## src/rtl/pattern_pkg.sv

```systemverilog
// Shared definitions for the serial pattern recognizer: mode encodings
// and default widths used by the top level and the bench.
package pattern_pkg;

    // Default geometry
    localparam int DEF_PAT_W = 4;
    localparam int DEF_CNT_W = 8;

    // Match-window behaviour after a hit
    localparam bit OVERLAP_OFF = 1'b0;  // window restarts, no shared bits
    localparam bit OVERLAP_ON  = 1'b1;  // sliding window, matches may overlap

    // Output timing
    localparam bit MODE_MEALY = 1'b0;   // out follows hit in the same cycle
    localparam bit MODE_MOORE = 1'b1;   // out is hit delayed by one register

endpackage

```

## src/rtl/sat_counter.sv

```systemverilog
// Saturating up-counter with synchronous active-low reset and a clear
// input that takes priority over increment.
module sat_counter #(
    parameter int W = 8
) (
    input  logic         clk,
    input  logic         reset,
    input  logic         inc,
    input  logic         clr,
    output logic [W-1:0] q
);

    logic [W-1:0] r_q;

    // Count hits, hold at all-ones, clear wins over increment
    always_ff @(posedge clk) begin
        if (!reset) begin
            r_q <= '0;
        end else if (clr) begin
            r_q <= '0;
        end else if (inc && (r_q != '1)) begin
            r_q <= r_q + W'(1);
        end
    end

    assign q = r_q;

endmodule

```

## src/rtl/pattern_recognizer.sv

```systemverilog
// Serial bit-pattern recognizer. Bits arrive MSB-of-pattern first on 'in'
// while 'en' is high; 'out' flags each completed match (Mealy or Moore
// timing) and 'match_cnt' counts matches with saturation. The pattern can
// be replaced at run time with pat_load, which also discards the window.
module pattern_recognizer
    import pattern_pkg::*;
#(
    parameter int             PAT_W   = DEF_PAT_W,
    parameter logic [PAT_W-1:0] PATTERN = 4'b1011,
    parameter bit             OVERLAP = OVERLAP_ON,
    parameter bit             MOORE   = MODE_MEALY,
    parameter int             CNT_W   = DEF_CNT_W
) (
    input  logic             clk,
    input  logic             reset,
    input  logic             en,
    input  logic             in,
    input  logic             pat_load,
    input  logic [PAT_W-1:0] pat_in,
    input  logic             clr_cnt,
    output logic             out,
    output logic [CNT_W-1:0] match_cnt
);

    // fill spans 0..PAT_W inclusive
    localparam int               FILL_W    = $clog2(PAT_W + 1);
    localparam logic [FILL_W-1:0] FILL_FULL = FILL_W'(PAT_W);
    localparam logic [FILL_W-1:0] FILL_ARM  = FILL_W'(PAT_W - 1);

    logic [PAT_W-1:0]  r_pat;
    // The oldest of the PAT_W history bits is shifted out before it is ever
    // compared, so only the newest PAT_W-1 bits are kept.
    logic [PAT_W-2:0]  r_hist;
    logic [FILL_W-1:0] r_fill;
    logic              r_out;

    logic [PAT_W-1:0]  w_window;
    logic              w_hit;

    // Candidate window: stored history followed by the bit arriving now
    assign w_window = {r_hist, in};

    // A hit needs an accepted bit, no pattern reload, and enough valid history
    assign w_hit = en & ~pat_load & (r_fill >= FILL_ARM) & (w_window == r_pat);

    // Pattern, history and fill bookkeeping
    // NOTE: state registers use non-blocking assignments so every register
    // samples pre-edge values; reset here is synchronous (checked inside the
    // clocked block), so reset=0 only takes effect at a rising clk edge.
    always_ff @(posedge clk) begin
        if (!reset) begin
            r_pat  <= PATTERN;
            r_hist <= '0;
            r_fill <= '0;
        end else if (pat_load) begin
            r_pat  <= pat_in;
            r_fill <= '0;
        end else if (en) begin
            r_hist <= w_window[PAT_W-2:0];
            if (!OVERLAP && w_hit) begin
                r_fill <= '0;
            end else if (r_fill != FILL_FULL) begin
                r_fill <= r_fill + FILL_W'(1);
            end
        end
    end

    // Registered copy of hit for Moore timing
    always_ff @(posedge clk) begin
        if (!reset) begin
            r_out <= 1'b0;
        end else begin
            r_out <= w_hit;
        end
    end

    // Mealy output is masked while reset is held low
    assign out = MOORE ? r_out : (w_hit & reset);

    sat_counter #(
        .W (CNT_W)
    ) u_cnt (
        .clk   (clk),
        .reset (reset),
        .inc   (w_hit),
        .clr   (clr_cnt),
        .q     (match_cnt)
    );

endmodule

```

## config.mk

```make
export PLATFORM = sky130hd
export DESIGN_NAME = pattern_recognizer
export DESIGN_NICKNAME = d
export VERILOG_FILES = /design/src/rtl/pattern_pkg.sv /design/src/rtl/sat_counter.sv /design/src/rtl/pattern_recognizer.sv
export SDC_FILE = /design/constraint.sdc
export NUM_CORES = 1
export LEC_CHECK = 0
export CORE_UTILIZATION = 45
export CTS_CLUSTER_SIZE = 24
export DETAILED_ROUTE_END_ITERATION = 8
export PLACE_DENSITY = 0.78
export SLEW_MARGIN = 20
export SYNTH_ARGS = -nofsm -noshare
export SYNTH_HDL_FRONTEND = slang
export SYNTH_SLANG_ARGS = --single-unit
```

## constraint.sdc

```tcl
create_clock -name clk -period 3.6 [get_ports clk]
set_input_delay 0.36 -clock clk [delete_from_list [all_inputs] [get_ports clk]]
set_output_delay 0.36 -clock clk [all_outputs]
set_load 0.005 [all_outputs]
```

==> impl_metrics.env, run 1 <==
export IMPL_synth_area_per_cell_um2=9.92
export IMPL_place_detailed_instances=144
export IMPL_placedInstanceArea_mm2=0.00120
export IMPL_max_slew_margin_rel_pct=72.5
export IMPL_finalSetupViolations=0
export IMPL_ios=19
export IMPL_critical_path_slowest_cell="sky130_fd_sc_hd__clkdlybuf4s50_1"
export IMPL_flow_area_growth_from_synthesis_pct=22.1
export IMPL_routed_wl_mm=1.86
export IMPL_slew_at_the_pin_closest_to_its_max_slew_limit_ns=0.406
export IMPL_core_area_mm2=0.00204
export IMPL_maxSlewViolCount=0
export IMPL_slowest_delay_ns=0.44
export IMPL_gr_total_overflow=0
export IMPL_worst_path_dominant_cell_family="simple AND/OR/NAND/NOR gates"
export IMPL_place_congestion=0.779
export IMPL_netlist_top_cells_count="sky130_fd_sc_hd__dfxtp_1 (18), sky130_fd_sc_hd__mux2i_1 (9), sky130_fd_sc_hd__a21oi_1 (7)"
export IMPL_synth_seq_area_share_pct=35.6
export IMPL_worstHoldPathType="flop to flop"
export IMPL_antenna_violations_before_repair=0
export IMPL_synth_ff_type="sky130_fd_sc_hd__dfxtp_1"
export IMPL_tritoncts="yes"
export IMPL_cts_resized=0
export IMPL_via_count=802
export IMPL_detailedRoute_firstIterationViolations=18
export IMPL_cts_stage_hold_buffer_count=0
export IMPL_route_detailed_vias_per_inst=5.42
export IMPL_drc=0
export IMPL_path_depth=7
export IMPL_final_cell_area_mm2=0.00124
export IMPL_use_met3_pct=2.18
export IMPL_core_rowCount=16
export IMPL_power_static_leakage_nw=0.453
export IMPL_synth_net_count=116
export IMPL_global_route_usage_met2_pct=32.6
export IMPL_crit_type="flop to primary output"
export IMPL_insertedDiodeCount=0
export IMPL_drtAntennaViolNets=0
export IMPL_finalWorstSetupSlack_ns=0.896
export IMPL_worstRegToRegCells=6
export IMPL_cts_sinks=18
export IMPL_hold_violations=0
export IMPL_synth_top_cells_by_area="sky130_fd_sc_hd__dfxtp_1 (36%), sky130_fd_sc_hd__mux2i_1 (8.9%), sky130_fd_sc_hd__ha_1 (4.9%), sky130_fd_sc_hd__xnor2_2 (4.8%), sky130_fd_sc_hd__a21oi_1 (3.5%)"
export IMPL_floorplan_initialDensity_pct=49.6
export IMPL_run_status="finished clean"
export IMPL_clk_transition_reported_paths_ns=0.11
export IMPL_setup_total_negative_slack_ns=0
export IMPL_clkLatencyLatePin_ns=0.30
export IMPL_floorplan_die_area_mm2=0.00244
export IMPL_chipWidth_um=49.4
export IMPL_hold_path_depth=2
export IMPL_drive_above_1_share_pct=9.09
export IMPL_hpwl_mm=1.45
export IMPL_grt_pass1_vias=803
export IMPL_port_buffer_count=18
export IMPL_yosys_register_bits=18
export IMPL_grt_total_usage_pct=18.3
export IMPL_yosys_warn_count=0
export IMPL_post_route_min_period_ns=2.70
export IMPL_synth_most_common_cell="sky130_fd_sc_hd__dfxtp_1"
export IMPL_nets=136
export IMPL_crit_arrival_ns=2.34
export IMPL_htree_levels=1
export IMPL_synth_top_area_share_pct=35.6
export IMPL_dieHeight_um=49.4
export IMPL_clk_root_buffer_cell="sky130_fd_sc_hd__clkbuf_4"
export IMPL_power_density_mw_per_mm2=308
export IMPL_fin_skew_ns=0.00121
export IMPL_number_of_synthesized_flops_with_an_enable_pin=0
export IMPL_final_cell_count_without_fillers=148
export IMPL_fillers=190
export IMPL_grt_busiest_layer="met2"
export IMPL_pin_count_of_the_biggest_net_entering_global_routing=12
export IMPL_synth_top_area_cell="sky130_fd_sc_hd__dfxtp_1"
export IMPL_first_pass_grt_wire_length_mm=3.42
export IMPL_cts_made_buffers=3
export IMPL_timing_fmax_mhz=370
export IMPL_gr_usage_met1_pct=21.2
export IMPL_cp_max_fo=4
export IMPL_detailedPlace_worstSlack_ns=1.08
export IMPL_synth_lib_cells_used_distinct=32
export IMPL_timing_critical_path_buf_inv=1
export IMPL_worst_setup_path_start_kind="flop"
export IMPL_async_flop_share_pct=0
export IMPL_end_kind="primary output"
export IMPL_drt_pass1_iterations=4
export IMPL_unrepaired_setup_endpoints_after_global_routing="false"
export IMPL_cts_buffer_depth=2
export IMPL_worstPathRequired_ns=3.24
export IMPL_postCtsSetupBuffers=0
export IMPL_syn_cell_area_mm2=0.00101
export IMPL_post_synthesis_cell_count=102
export IMPL_final_period_utilization_pct=75.1
export IMPL_wl_per_cell_um=12.6
export IMPL_crit_path_frequent_cell="sky130_fd_sc_hd__ha_1"
export IMPL_ir_worst_vdd_mv=0.235
export IMPL_drv_max_cap_violation_count=0
export IMPL_cp_cell_sequence="ha_1 -> ha_1 -> a211o_1 -> and4_1 -> and3_1 -> and2_1 -> clkdlybuf4s50_1"
routing by layer:
layer,up-vias,part of all wire (%)
li1,409,-
met1,374,45
met2,14,50
met3,5,2.7
met4,0,2.3
met5,-,0
cell usage in the layout, fill, tap and decap left out, drive strengths merged, types with 2 or more instances in the layout:
| master | n |
|---|---|
| clkdlybuf4s50 | 18 |
| nand2b | 5 |
| mux2i | 9 |
| and3 | 2 |
| nand3 | 6 |
| o31ai | 3 |
| inv | 5 |
| nor4b | 2 |
| a21oi | 7 |
| or4 | 3 |
| nand2 | 6 |
| nand4 | 2 |
| ha | 4 |
| xnor2 | 5 |
| o21ai | 3 |
| dfxtp | 18 |
| nor2 | 4 |
| clkbuf | 4 |
| nor2b | 6 |
kinds of logic after synthesis:
group | after synthesis | share of synthesized area [%]
xor+xnor | 5 | 8.41
mux | 9 | 8.90
simple gates | 39 | 24.2
fa+ha+maj | 4 | 4.94
flops | 18 | 35.6
compound gates | 19 | 13.5
buf+inv | 8 | 4.45
stage by stage:
| step | total power, mW | hold slack [ns] | util, % |
|---|---|---|---|
| after floorplan | 0.242 | 0.473 | - |
| after global placement | 0.253 | 0.497 | 58.8 |
| after detailed placement | 0.255 | 0.504 | 58.8 |
| after CTS | 0.383 | 0.521 | 60.5 |
| after global routing | 0.397 | 0.558 | 60.5 |
| final | 0.380 | 0.522 | 60.5 |
power breakdown:
part           total (mW)  internal [mW]  switching, mW
sequential          0.208          0.203        0.00508
clock               0.130         0.0617         0.0681
combinational      0.0419         0.0234         0.0185
total               0.380          0.288         0.0917
worst paths after layout:
kind         slack (ns)  startpoint         end
min                0.52  u_cnt.q[5]  u_cnt.q[5]
max                0.90   r_fill[0]         out
max reg2reg        1.79   r_fill[0]  u_cnt.q[7]
min reg2reg        0.52  u_cnt.q[5]  u_cnt.q[5]
area by class of cell:
class	instances	area, um2	area share [%]
Timing Repair Buffer	18	180	14.6
Sequential cell	18	360	29.1
Tap cell	27	33.8	2.73
Inverter	5	18.8	1.52
Clock buffer	4	36.3	2.94
Multi-Input combinational cell	76	607	49.1
registers in the layout, summed over array words and instances, names as in the netlist:
signal and flops:
u_cnt.q 8, r_fill 3, r_pat 4, r_hist 3
tightest hold or removal path, delay by kind of cell (launching register included):
| kind | cells | cell delay, ns |
|---|---|---|
| flip-flops | 1 | 0.36 |
| AO/OA/AOI/OAI | 2 | 0.13 |
No activity file was read; power rests on OpenSTA's default activity.
==> run 2: changes to the inputs <==
Clock period 3.6 ns to 2.7 ns, I/O delays scaled along.
==> run 2 against run 1 <==
Against the previous run: critical path depth stayed put; worst setup slack got worse by 0.77 ns; non-clock buffer count increased by 1; final cell count is 0.68% higher; largest cell class unchanged.
==> impl_metrics.env, run 2 (synthesized netlist as in run 1, its figures left out) <==
export IMPL_port_buffer_count=18
export IMPL_crit_path_frequent_cell="sky130_fd_sc_hd__ha_1"
export IMPL_via_count=797
export IMPL_nets=137
export IMPL_cp_max_fo=4
export IMPL_drt_pass1_iterations=4
export IMPL_route_detailed_vias_per_inst=5.35
export IMPL_insertedDiodeCount=0
export IMPL_core_rowCount=16
export IMPL_timing_fmax_mhz=389
export IMPL_drv_max_cap_violation_count=0
export IMPL_timing_critical_path_buf_inv=1
export IMPL_flow_area_growth_from_synthesis_pct=22.9
export IMPL_internal_power_mw=0.385
export IMPL_tritoncts="yes"
export IMPL_place_detailed_instances=145
export IMPL_cp_cell_sequence="ha_1 -> ha_1 -> a211o_1 -> and4_1 -> and3_1 -> and2_1 -> clkdlybuf4s50_1"
export IMPL_first_pass_grt_wire_length_mm=3.32
export IMPL_hold_path_depth=2
export IMPL_flip_flop_count_of_the_largest_register_all_copies_and_words_added=8
export IMPL_unrepaired_setup_endpoints_after_global_routing="false"
export IMPL_gr_total_overflow=0
export IMPL_cts_buffer_depth=2
export IMPL_hold_path_startpoint="u_cnt.q[7]"
export IMPL_final_cell_count_without_fillers=149
export IMPL_floorplan_die_area_mm2=0.00244
export IMPL_worstPathRequired_ns=2.43
export IMPL_detailedRoute_firstIterationViolations=20
export IMPL_slowest_delay_ns=0.44
export IMPL_postCtsSetupBuffers=0
export IMPL_clk_transition_reported_paths_ns=0.10
export IMPL_fin_skew_ns=0.00700
export IMPL_power_static_leakage_nw=0.458
export IMPL_p_seq_share_pct=55.4
export IMPL_chipWidth_um=49.4
export IMPL_end_kind="primary output"
export IMPL_drc=0
export IMPL_worstHoldEndpoint="u_cnt.q[7]"
export IMPL_htree_levels=1
export IMPL_slew_at_the_pin_closest_to_its_max_slew_limit_ns=0.374
export IMPL_finalSetupViolations=0
export IMPL_clock_power_share_pct=33.2
export IMPL_pin_count_of_the_biggest_net_entering_global_routing=12
export IMPL_worst_hold_slack_after_final_layout_ns=0.514
export IMPL_dieHeight_um=49.4
export IMPL_wl_per_cell_um=12.0
export IMPL_setup_reg_to_reg_worst_slack_ns=0.96
export IMPL_cts_stage_hold_buffer_count=0
export IMPL_routed_wl_mm=1.79
export IMPL_power_density_mw_per_mm2=402
export IMPL_worst_setup_path_start_kind="flop"
export IMPL_clkLatencyLatePin_ns=0.30
export IMPL_worstHoldPathType="flop to flop"
export IMPL_hold_violations=0
export IMPL_net_sw_share_pct=23.0
export IMPL_grt_pass1_vias=793
export IMPL_cts_made_buffers=3
export IMPL_ios=19
export IMPL_crit_type="flop to primary output"
export IMPL_comb_power_share_pct=11.4
export IMPL_cts_resized=0
export IMPL_clk_root_buffer_cell="sky130_fd_sc_hd__clkbuf_4"
export IMPL_max_slew_margin_rel_pct=74.7
export IMPL_layout_common_cells="sky130_fd_sc_hd__clkdlybuf4s50_1 (18), sky130_fd_sc_hd__dfxtp_1 (18), sky130_fd_sc_hd__mux2i_1 (9)"
export IMPL_final_period_utilization_pct=95.2
export IMPL_floorplan_initialDensity_pct=49.6
export IMPL_core_area_mm2=0.00204
export IMPL_reg2reg_start="r_fill[0]"
export IMPL_r2r_end="u_cnt.q[5]"
export IMPL_grt_total_usage_pct=17.7
export IMPL_net_switching_power_mw=0.115
export IMPL_setup_total_negative_slack_ns=0
export IMPL_critical_path_slowest_cell="sky130_fd_sc_hd__clkdlybuf4s50_1"
export IMPL_ir_worst_vdd_mv=0.366
export IMPL_finalWorstSetupSlack_ns=0.129
export IMPL_cts_sinks=18
export IMPL_worstRegToRegCells=6
export IMPL_place_congestion=0.795
export IMPL_drtAntennaViolNets=0
export IMPL_detailedPlace_worstSlack_ns=0.362
export IMPL_drive_above_1_share_pct=9.84
export IMPL_crit_arrival_ns=2.30
export IMPL_run_status="finished clean"
export IMPL_maxSlewViolCount=0
export IMPL_antenna_violations_before_repair=0
export IMPL_hpwl_mm=1.37
export IMPL_post_route_min_period_ns=2.57
export IMPL_worst_path_dominant_cell_family="simple AND/OR/NAND/NOR gates"
run 2: power by group through the flow:
stage / registers, mW / clock network (mW) / logic [mW]
after floorplan: 0.283 / 0 / 0.0396
after global placement: 0.283 / 0 / 0.0555
after detailed placement: 0.284 / 0 / 0.0572
after CTS: 0.278 / 0.173 / 0.0574
after global routing: 0.279 / 0.181 / 0.0627
final: 0.277 / 0.166 / 0.0569
run 2: worst max path at each step:
| stage | slack, ns | startpoint | to | depth (start not counted) |
|---|---|---|---|---|
| finish | 0.13 | r_fill[0] | out | 7 |
| detailed placement | 0.36 | in | out | 6 |
| global route | 0.02 | r_fill[0] | out | 7 |
| global placement | 0.38 | in | out | 6 |
| CTS | 0.11 | r_fill[0] | out | 7 |
| floorplan | 0.96 | r_fill[0] | out | 6 |
run 2: stage by stage:
step	power (mW)	cell area [um2]	utilization (%)
floorplan	0.322	1010	-
global placement	0.339	1210	59.1
detailed placement	0.341	1210	59.1
CTS	0.507	1240	60.9
global route	0.522	1240	60.9
finish	0.501	1240	60.9
run 2: worst reg2reg max path: cells and delay by family (launching register included):
family | cells | cell delay [ns]
adder cells (fa/ha/maj) | 2 | 0.30
AND/OR/NAND/NOR | 2 | 0.68
AO/OA/AOI/OAI | 2 | 0.29
flip-flops | 1 | 0.40
run 2: layout make-up:
type,count,area [um2]
inverter,5,18.8
multi-input combinational,76,607
fill,182,798
timing repair buffer,19,188
sequential,18,360
clock buffer,4,36.3
tap,27,33.8
run 2: per-layer routing:
layer,routed length [um],GRT usage (%),vias up
li1,-,-,408
met5,0,0,-
met3,46,1.87,5
met1,811,20.8,370
met4,54,10.0,0
met2,879,30.8,14
==> run 3: changes to the inputs <==
Settings changed: CORE_UTILIZATION 45 to 40, PLACE_DENSITY 0.78 to 0.72.
Clock period 2.7 ns to 2.9 ns, I/O delays scaled along.
==> run 3 against run 2 <==
Against the previous run: global-route usage is 2.5 points lower; first-iteration DRC count is 80% lower; worst hold slack worse by 0.0030 ns; final cell count stayed put; clock-buffer cell count stayed put; power is 7.3% lower; sequential cell count stayed put; sequential share of layout area is 0.15 points higher; combinational power is 9.7% lower; critical path depth stayed put; wire length is 4.4% lower; non-clock buffer count is 1 lower; critical path type unchanged; largest power group unchanged.
==> impl_metrics.env, run 3 (synthesized netlist as in run 1, its figures left out) <==
export IMPL_grt_pass1_vias=716
export IMPL_cp_max_fo=4
export IMPL_flow_area_growth_from_synthesis_pct=22.2
export IMPL_comb_power_share_pct=11.1
export IMPL_detailedRoute_firstIterationViolations=4
export IMPL_maxSlewViolCount=0
export IMPL_cts_made_buffers=3
export IMPL_route_detailed_vias_per_inst=5.34
export IMPL_p_seq_share_pct=55.7
export IMPL_place_congestion=0.756
export IMPL_worst_setup_path_start_kind="flop"
export IMPL_worstHoldPathType="flop to flop"
export IMPL_flip_flop_count_of_the_largest_register_all_copies_and_words_added=8
export IMPL_internal_power_mw=0.358
export IMPL_drive_above_1_share_pct=9.09
export IMPL_hold_violations=0
export IMPL_drt_pass1_iterations=4
export IMPL_htree_levels=1
export IMPL_finalSetupViolations=0
export IMPL_gr_total_overflow=0
export IMPL_setup_total_negative_slack_ns=0
export IMPL_critical_path_slowest_cell="sky130_fd_sc_hd__clkdlybuf4s50_1"
export IMPL_wl_per_cell_um=11.5
export IMPL_unrepaired_setup_endpoints_after_global_routing="false"
export IMPL_end_kind="primary output"
export IMPL_insertedDiodeCount=0
export IMPL_finalWorstSetupSlack_ns=0.322
export IMPL_clk_root_buffer_cell="sky130_fd_sc_hd__clkbuf_4"
export IMPL_drc=0
export IMPL_ios=19
export IMPL_power_density_mw_per_mm2=375
export IMPL_net_sw_share_pct=22.8
export IMPL_cts_buffer_depth=2
export IMPL_run_status="finished clean"
export IMPL_power_static_leakage_nw=0.453
export IMPL_ir_worst_vdd_mv=0.233
export IMPL_core_area_mm2=0.00230
export IMPL_net_switching_power_mw=0.106
export IMPL_final_cell_count_without_fillers=149
export IMPL_floorplan_initialDensity_pct=44.1
export IMPL_slew_at_the_pin_closest_to_its_max_slew_limit_ns=0.376
export IMPL_worstPathRequired_ns=2.61
export IMPL_drtAntennaViolNets=0
export IMPL_via_count=795
export IMPL_crit_path_frequent_cell="sky130_fd_sc_hd__ha_1"
export IMPL_postCtsSetupBuffers=0
export IMPL_tritoncts="yes"
export IMPL_timing_fmax_mhz=388
export IMPL_hpwl_mm=1.34
export IMPL_fin_skew_ns=0.000909
export IMPL_routed_wl_mm=1.71
export IMPL_port_buffer_count=18
export IMPL_fillers=219
export IMPL_dieHeight_um=52.3
export IMPL_cts_stage_hold_buffer_count=0
export IMPL_pin_count_of_the_biggest_net_entering_global_routing=12
export IMPL_post_route_min_period_ns=2.58
export IMPL_clk_transition_reported_paths_ns=0.10
export IMPL_cts_sinks=18
export IMPL_clkLatencyLatePin_ns=0.29
export IMPL_slowest_delay_ns=0.44
export IMPL_final_period_utilization_pct=88.9
export IMPL_crit_type="flop to primary output"
export IMPL_cts_resized=0
export IMPL_cp_cell_sequence="ha_1 -> ha_1 -> a211o_1 -> and4_1 -> and3_1 -> and2_1 -> clkdlybuf4s50_1"
export IMPL_floorplan_die_area_mm2=0.00274
export IMPL_drv_max_cap_violation_count=0
export IMPL_worstRegToRegCells=6
export IMPL_antenna_violations_before_repair=0
export IMPL_first_pass_grt_wire_length_mm=2.99
export IMPL_detailedPlace_worstSlack_ns=0.530
export IMPL_clock_power_share_pct=33.2
export IMPL_nets=136
export IMPL_hold_path_depth=2
export IMPL_crit_arrival_ns=2.29
export IMPL_chipWidth_um=52.3
export IMPL_max_slew_margin_rel_pct=74.6
export IMPL_core_rowCount=17
export IMPL_grt_total_usage_pct=15.1
export IMPL_layout_common_cells="sky130_fd_sc_hd__clkdlybuf4s50_1 (18), sky130_fd_sc_hd__dfxtp_1 (18), sky130_fd_sc_hd__mux2i_1 (9)"
export IMPL_place_detailed_instances=145
-- run 3: power groups by stage --
| stage | clock [mW] | sequential (mW) | combinational (mW) |
|---|---|---|---|
| floorplan | 0 | 0.263 | 0.0369 |
| global placement | 0 | 0.264 | 0.0504 |
| detailed placement | 0 | 0.264 | 0.0518 |
| CTS | 0.162 | 0.258 | 0.0520 |
| global route | 0.177 | 0.259 | 0.0568 |
| finish | 0.154 | 0.258 | 0.0514 |
-- run 3: critical path: cells and delay by family (launching register included) --
family	cells	cell delay (ns)
AO/OA/AOI/OAI	1	0.27
adder cells (fa/ha/maj)	2	0.39
buffers and inverters	1	0.44
flip-flops	1	0.36
AND/OR/NAND/NOR	3	0.54
-- run 3: cell type report --
class	instances	area, um2	area share (%)
Sequential cell	18	360	29.1
Clock buffer	4	36.3	2.93
Multi-Input combinational cell	76	607	49.0
Tap cell	28	35.0	2.83
Timing Repair Buffer	18	180	14.6
Inverter	5	18.8	1.52
-- run 3: layer usage --
layer	GRT usage, %	up-vias	share of wire, %
li1	-	404	-
met1	18.1	362	44
met2	24.9	27	49
met3	5.22	2	6.1
met4	5.26	0	0.88
met5	0	-	0
-- run 3: final timing paths --
kind | from | end | slack (ns)
max | r_fill[0] | out | 0.32
min | u_cnt.q[5] | u_cnt.q[5] | 0.51
max reg2reg | r_fill[0] | u_cnt.q[4] | 1.16
min reg2reg | u_cnt.q[5] | u_cnt.q[5] | 0.51
-- run 3: stage by stage --
stage | power (mW) | cell area (um2) | hold WS, ns | utilization [%]
after floorplan | 0.300 | 1010 | 0.418 | -
after global placement | 0.314 | 1200 | 0.491 | 52.3
after detailed placement | 0.316 | 1200 | 0.501 | 52.3
after CTS | 0.472 | 1240 | 0.516 | 53.9
after global routing | 0.494 | 1240 | 0.556 | 53.9
final | 0.464 | 1240 | 0.511 | 53.9
